===== src/rtl/piso_pkg.sv =====
// Shared definitions for the PISO frame controller: state encodings and a counter-width helper.
package piso_pkg;

    typedef enum logic [1:0] {
        IDLE  = 2'd0,
        SHIFT = 2'd1,
        PAR   = 2'd2,
        GAP   = 2'd3
    } piso_state_e;

    localparam logic [1:0] ST_IDLE  = 2'd0;
    localparam logic [1:0] ST_SHIFT = 2'd1;
    localparam logic [1:0] ST_PAR   = 2'd2;
    localparam logic [1:0] ST_GAP   = 2'd3;

    // Width needed to count 0..n-1, never narrower than one bit.
    function automatic int piso_cnt_w(input int n);
        return (n <= 1) ? 1 : $clog2(n);
    endfunction

endpackage


===== src/rtl/piso_frame_controller_if.sv =====
// Word-in / serial-out bundle between a word source (master) and the frame controller (slave).
interface piso_frame_controller_if #(
    parameter int WIDTH = 4
);
    logic [WIDTH-1:0] i_data;
    logic             i_valid;
    logic             o_ready;
    logic             i_tick;
    logic             o_sdata;
    logic             o_svalid;
    logic             o_sfirst;
    logic             o_slast;
    logic             o_done;

    modport master (
        output i_data, i_valid, i_tick,
        input  o_ready, o_sdata, o_svalid, o_sfirst, o_slast, o_done
    );

    modport slave (
        input  i_data, i_valid, i_tick,
        output o_ready, o_sdata, o_svalid, o_sfirst, o_slast, o_done
    );
endinterface


===== src/rtl/piso_shreg.sv =====
// WIDTH-bit shift register: parallel load has priority over a zero-filling right shift; bit 0 is the serial output.
module piso_shreg #(
    parameter int WIDTH = 4
) (
    input  logic             i_clk,
    input  logic             i_rst_n,
    input  logic             load,
    input  logic             shift,
    input  logic [WIDTH-1:0] din,
    output logic             sout
);
    logic [WIDTH-1:0] shreg_reg;
    logic [WIDTH-1:0] shifted;

    genvar gi;
    generate
        for (gi = 0; gi < WIDTH; gi++) begin : g_shift
            if (gi == WIDTH - 1) begin : g_top
                assign shifted[gi] = 1'b0;
            end else begin : g_mid
                assign shifted[gi] = shreg_reg[gi+1];
            end
        end
    endgenerate

    always_ff @(posedge i_clk or negedge i_rst_n) begin
        if (!i_rst_n) begin
            shreg_reg <= '0;
        end else if (load) begin
            shreg_reg <= din;
        end else if (shift) begin
            shreg_reg <= shifted;
        end
    end

    assign sout = shreg_reg[0];
endmodule


===== src/rtl/piso_frame_controller.sv =====
// Frame sequencer for a PISO shift register: handshake accept, LSB-first shifting on i_tick, framing and idle gap.
// Define PISO_PARITY_EN to append an even-parity bit to every frame.
module piso_frame_controller
    import piso_pkg::*;
#(
    parameter int WIDTH      = 4,
    parameter int GAP_CYCLES = 0
) (
    input  logic                    i_clk,
    input  logic                    i_rst_n,
    piso_frame_controller_if.slave  bus
);
    localparam int CNT_W = $clog2(WIDTH);
    localparam int GAP_W = piso_cnt_w(GAP_CYCLES + 1);
    localparam logic [CNT_W-1:0] BIT_TOP    = CNT_W'(WIDTH - 1);
    localparam logic [GAP_W-1:0] GAP_TOP    = GAP_W'(GAP_CYCLES - 1);
    localparam logic [1:0]       POST_STATE = (GAP_CYCLES > 0) ? ST_GAP : ST_IDLE;

    logic [1:0]       state_reg, state_next;
    logic [CNT_W-1:0] bit_cnt_reg, bit_cnt_next;
    logic [GAP_W-1:0] gap_cnt_reg, gap_cnt_next;
    logic             done_reg;
    logic             frame_end;
    logic             accept;
    logic             shift_en;
    logic             bit_last;
    logic             shreg_bit;
    logic             in_shift;
    logic             in_par;

    assign accept   = bus.i_valid & (state_reg == ST_IDLE);
    assign shift_en = bus.i_tick & (state_reg == ST_SHIFT);
    assign bit_last = (bit_cnt_reg == '0);

    piso_shreg #(.WIDTH(WIDTH)) u_shreg (
        .i_clk   (i_clk),
        .i_rst_n (i_rst_n),
        .load    (accept),
        .shift   (shift_en),
        .din     (bus.i_data),
        .sout    (shreg_bit)
    );

    always_comb begin
        state_next   = state_reg;
        bit_cnt_next = bit_cnt_reg;
        gap_cnt_next = gap_cnt_reg;
        frame_end    = 1'b0;
        case (state_reg)
            ST_IDLE: begin
                if (accept) begin
                    bit_cnt_next = BIT_TOP;
                    state_next   = ST_SHIFT;
                end
            end
            ST_SHIFT: begin
                if (bus.i_tick) begin
                    if (!bit_last) begin
                        bit_cnt_next = bit_cnt_reg - 1'b1;
                    end else begin
`ifdef PISO_PARITY_EN
                        state_next   = ST_PAR;
`else
                        frame_end    = 1'b1;
                        state_next   = POST_STATE;
                        gap_cnt_next = '0;
`endif
                    end
                end
            end
`ifdef PISO_PARITY_EN
            ST_PAR: begin
                if (bus.i_tick) begin
                    frame_end    = 1'b1;
                    state_next   = POST_STATE;
                    gap_cnt_next = '0;
                end
            end
`endif
            ST_GAP: begin
                // Gap timing runs on the clock, not on i_tick.
                if (gap_cnt_reg == GAP_TOP) begin
                    state_next = ST_IDLE;
                end else begin
                    gap_cnt_next = gap_cnt_reg + 1'b1;
                end
            end
            default: state_next = ST_IDLE;
        endcase
    end

    always_ff @(posedge i_clk or negedge i_rst_n) begin
        if (!i_rst_n) begin
            state_reg   <= ST_IDLE;
            bit_cnt_reg <= '0;
            gap_cnt_reg <= '0;
            done_reg    <= 1'b0;
        end else begin
            state_reg   <= state_next;
            bit_cnt_reg <= bit_cnt_next;
            gap_cnt_reg <= gap_cnt_next;
            done_reg    <= frame_end;
        end
    end

    assign in_shift = (state_reg == ST_SHIFT);

`ifdef PISO_PARITY_EN
    logic parity_reg;

    always_ff @(posedge i_clk or negedge i_rst_n) begin
        if (!i_rst_n) begin
            parity_reg <= 1'b0;
        end else if (accept) begin
            parity_reg <= ^bus.i_data;
        end
    end

    assign in_par       = (state_reg == ST_PAR);
    assign bus.o_slast  = in_par;
    assign bus.o_sdata  = (in_shift & shreg_bit) | (in_par & parity_reg);
`else
    assign in_par       = 1'b0;
    assign bus.o_slast  = in_shift & bit_last;
    assign bus.o_sdata  = in_shift & shreg_bit;
`endif

    assign bus.o_ready  = (state_reg == ST_IDLE);
    assign bus.o_svalid = in_shift | in_par;
    assign bus.o_sfirst = in_shift & (bit_cnt_reg == BIT_TOP);
    assign bus.o_done   = done_reg;
endmodule


===== src/flat_wrapper.sv =====
// flat-port wrapper written by rule: the top's interface ports become plain ports
module piso_frame_controller_flat import piso_pkg::*;
#(
    parameter int WIDTH      = 4,
    parameter int GAP_CYCLES = 0
)
  (i_clk, i_rst_n, bus_i_data, bus_i_valid, bus_i_tick, bus_o_ready, bus_o_sdata, bus_o_svalid, bus_o_sfirst, bus_o_slast, bus_o_done);
  piso_frame_controller_if #(.WIDTH(WIDTH)) bus_i ();
  input  logic i_clk;
  input  logic i_rst_n;
  input wire logic [$bits(bus_i.i_data)-1:0] bus_i_data;
  input wire logic [$bits(bus_i.i_valid)-1:0] bus_i_valid;
  input wire logic [$bits(bus_i.i_tick)-1:0] bus_i_tick;
  output wire logic [$bits(bus_i.o_ready)-1:0] bus_o_ready;
  output wire logic [$bits(bus_i.o_sdata)-1:0] bus_o_sdata;
  output wire logic [$bits(bus_i.o_svalid)-1:0] bus_o_svalid;
  output wire logic [$bits(bus_i.o_sfirst)-1:0] bus_o_sfirst;
  output wire logic [$bits(bus_i.o_slast)-1:0] bus_o_slast;
  output wire logic [$bits(bus_i.o_done)-1:0] bus_o_done;
  assign bus_i.i_data = bus_i_data;
  assign bus_i.i_valid = bus_i_valid;
  assign bus_i.i_tick = bus_i_tick;
  assign bus_o_ready = bus_i.o_ready;
  assign bus_o_sdata = bus_i.o_sdata;
  assign bus_o_svalid = bus_i.o_svalid;
  assign bus_o_sfirst = bus_i.o_sfirst;
  assign bus_o_slast = bus_i.o_slast;
  assign bus_o_done = bus_i.o_done;
  piso_frame_controller #(.WIDTH(WIDTH), .GAP_CYCLES(GAP_CYCLES)) u_core (.i_clk(i_clk), .i_rst_n(i_rst_n), .bus(bus_i));
endmodule

===== config.mk =====
export PLATFORM = sky130hd
export DESIGN_NAME = piso_frame_controller_flat
export DESIGN_NICKNAME = d
export VERILOG_FILES = /design/src/rtl/piso_pkg.sv /design/src/rtl/piso_frame_controller_if.sv /design/src/rtl/piso_shreg.sv /design/src/rtl/piso_frame_controller.sv /design/src/flat_wrapper.sv
export SDC_FILE = /design/constraint.sdc
export NUM_CORES = 1
export LEC_CHECK = 0
export ABC_AREA = 1
export CAP_MARGIN = 20
export CORE_AREA = 4 4 41 43
export DETAILED_ROUTE_END_ITERATION = 12
export DIE_AREA = 0 0 45 47
export DONT_BUFFER_PORTS = 1
export SKIP_CTS_REPAIR_TIMING = 1
export SLEW_MARGIN = 20
export SYNTH_ARGS = -nofsm -noshare
export SYNTH_HDL_FRONTEND = slang
export SYNTH_SLANG_ARGS = --single-unit

===== constraint.sdc =====
create_clock -name i_clk -period 1.3 [get_ports i_clk]
set_clock_uncertainty 0.05 [all_clocks]
set_input_delay 0.195 -clock i_clk [delete_from_list [all_inputs] [get_ports i_clk]]
set_output_delay 0.195 -clock i_clk [all_outputs]
set_load 0.02 [all_outputs]

==> results_dict.tcl, run 1 <==
set metrics [dict create \
    layout_worst_path_cycle_share_pct 97.6 \
    rows 13 \
    first_iter_violations 2 \
    grt_max_degree 11 \
    route.antenna.remaining_nets 0 \
    die_area_mm2 0.00212 \
    max_slew_margin_pct 75.2 \
    synth-async-reset-ratio_pct 100 \
    cts.htree.levels 1 \
    synth_compound_area_share_pct 4.31 \
    yosysWarnings 0 \
    clk_path_buf_depth 2 \
    hold_class "in2reg" \
    synth_top_family_by_area "simple AND/OR/NAND/NOR gates" \
    synth_edf_count 0 \
    syn_area_um2 464 \
    ys_ff_latch 8 \
    leakage_uw 0.000309 \
    rsz0062_at_grt "true" \
    fmax_mhz 788 \
    synth_seq_area_share_pct 43.1 \
    required_ns 1.05 \
    grt_pass1_wl_mm 1.33 \
    gp_congestion 0.775 \
    drive_gt1_share_pct 29.2 \
    syn2layout_area_growth_pct 17.5 \
    syn-mean-instance-area_um2 7.87 \
    drt-wirelength-per-cell_um 10.7 \
    grt_pass1_vias 345 \
    finalSetupViolCount 0 \
    max-cap-violations 0 \
    whs_ns 0.00907 \
    die_w_um 45 \
    wl_um 859 \
    clk_latency_ns 0.26 \
    cts_tree "built" \
    period_needed_ns 1.27 \
    crit_type "reg2out" \
    drcViolationCount 0 \
    worstMarginPinSlew_ns 0.371 \
    io_pins 14 \
    synth-xor-area-share_pct 0 \
    slew_violations 0 \
    grt_overflow 0 \
    clkTransAtPathRegs_ns 0.06 \
    post-synth-top-count-cell "nand2_1" \
    synth.area.top_cells "dfrtp_1 (43%), nand2_1 (15%), inv_1 (9.7%)" \
    critical_path_arrival_ns 1.02 \
    nNetsFinal 77 \
    hold_viol 0 \
    synthFlopType "dfrtp_1" \
    place_inst 75 \
    synth_cell_types 14 \
    synth_nets 69 \
    firstDrtPassIters 4 \
    largest_register_ffs 4 \
    syn_inst 59 \
    cts_sinks 8 \
    grt_antenna_before_repair 0 \
    num_vias 352 \
    dpl.hpwl_um 682 \
    ctsRootBufferMaster "clkbuf_4" \
    synthMuxAreaShare_pct 0 \
    synth_top_area_share_pct 43.1 \
    die_h_um 47 \
    fin_tns_setup_ns 0 \
    synth_fa_ha_area_share_pct 5.39 \
    port_buffers 0 \
    outcome "completed" \
    layout.cells.non_filler 80 \
    ir_worst_vdd_mv 0.832 \
    power.density_mw_per_mm2 2490 \
    vias_per_cell 4.40 \
    grt_use_total_pct 9.37 \
    crit_fanout 3 \
    synth_common_cells "nand2_1 (19), inv_1 (12), dfrtp_1 (8)" \
    yosysTopAreaCell "dfrtp_1" \
    initial_core_util_pct 35.7 \
    antenna-diode-count 0 \
    core_mm2 0.00130 \
    synth-simple-area-share_pct 32.3 \
    cp-end-kind "output port" \
    numCtsBuffers 3 \
    setup.worst_path.start_class "register" \
]
worst max-delay path, cell delays in order, from the launching register on:
cell,delay (ns)
dfrtp_1,0.41
inv_2,0.08
ha_4,0.13
nand2_2,0.06
inv_4,0.08
logic make-up (layout without fill, tap and decap cells):
logic type / Yosys count / in the layout
AOI/OAI and AO/OA: 3 / 3
adders and majority gates: 2 / 2
buffers and inverters: 15 / 21
DFF: 8 / 8
and+or+nand+nor: 31 / 31
worst paths after layout:
check,from,end,slack (ns),cells past startpoint
max in group asynchronous,i_rst_n,u_core.state_reg[0]$_DFFE_PN0P_,0.68,1
max,u_core.bit_cnt_reg[1]$_DFFE_PN0P_,bus_o_slast,0.03,4
max reg2reg,u_core.bit_cnt_reg[1]$_DFFE_PN0P_,u_core.bit_cnt_reg[1]$_DFFE_PN0P_,0.17,7
min reg2reg,u_core.u_shreg.shreg_reg[1]$_DFFE_PN0P_,u_core.u_shreg.shreg_reg[1]$_DFFE_PN0P_,0.43,2
min in group asynchronous,i_rst_n,u_core.bus.o_done$_DFF_PN0_,0.23,1
min,bus_i_valid,u_core.state_reg[0]$_DFFE_PN0P_,0.009,2
cells in the final DEF, fill, tap and decap left out:
cell type	Yosys	final
nand2_1	19	18
inv_1	12	8
dfrtp_1	8	7
nand3_1	6	6
inv_2	1	4
nand2_4	3	3
clkbuf_4	0	3
buf_4	0	3
nor2_1	2	2
inv_6	1	1
nand2_2	0	1
inv_4	0	1
o22ai_1	1	1
o21ai_2	1	1
o21ai_1	1	1
nand3b_1	1	1
ha_4	0	1
ha_1	2	1
dlygate4sd3_1	0	1
dfrtp_2	0	1
through the flow:
stage	cell area, µm²	setup WS [ns]	total power, µW	utilization, %
4_1_cts	509	-0.122	1280	39.1
2_1_floorplan	464	0.185	976	-
3_3_place_gp	487	0.130	1070	37.4
5_1_grt	546	-0.0134	1480	41.9
3_5_place_dp	487	0.122	1080	37.4
6_report	546	0.0311	1360	41.9
layer usage:
metal  GRT usage (%)  vias up  wire length, µm
met2            15.3       13              411
met3            6.51        0              100
met5               0        -                0
met1            8.78      152              347
met4            5.26        0                0
li1                -      187                -
final cells by class:
type                            count  area (µm²)
Multi-Input combinational cell     36         210
Sequential cell                     8         201
Tap cell                           15        18.8
Timing Repair Buffer                4        32.5
Fill cell                         136         756
Inverter                           14        60.1
Clock buffer                        3        22.5
report_power, final:
part	leakage [µW]	internal [µW]	total, µW	switching (µW)
registers	0.0000993	357	469	112
logic	0.000196	263	694	431
clock network	0.0000138	106	193	87.3
total	0.000309	726	1360	630
No activity file was read; power rests on OpenSTA's default activity.
==> inputs of run 2 (changes only) <==
Settings changed: TNS_END_PERCENT set to 30.
==> results of run 2 <==
Final layout, timing and power as in run 1 (identical DEF).
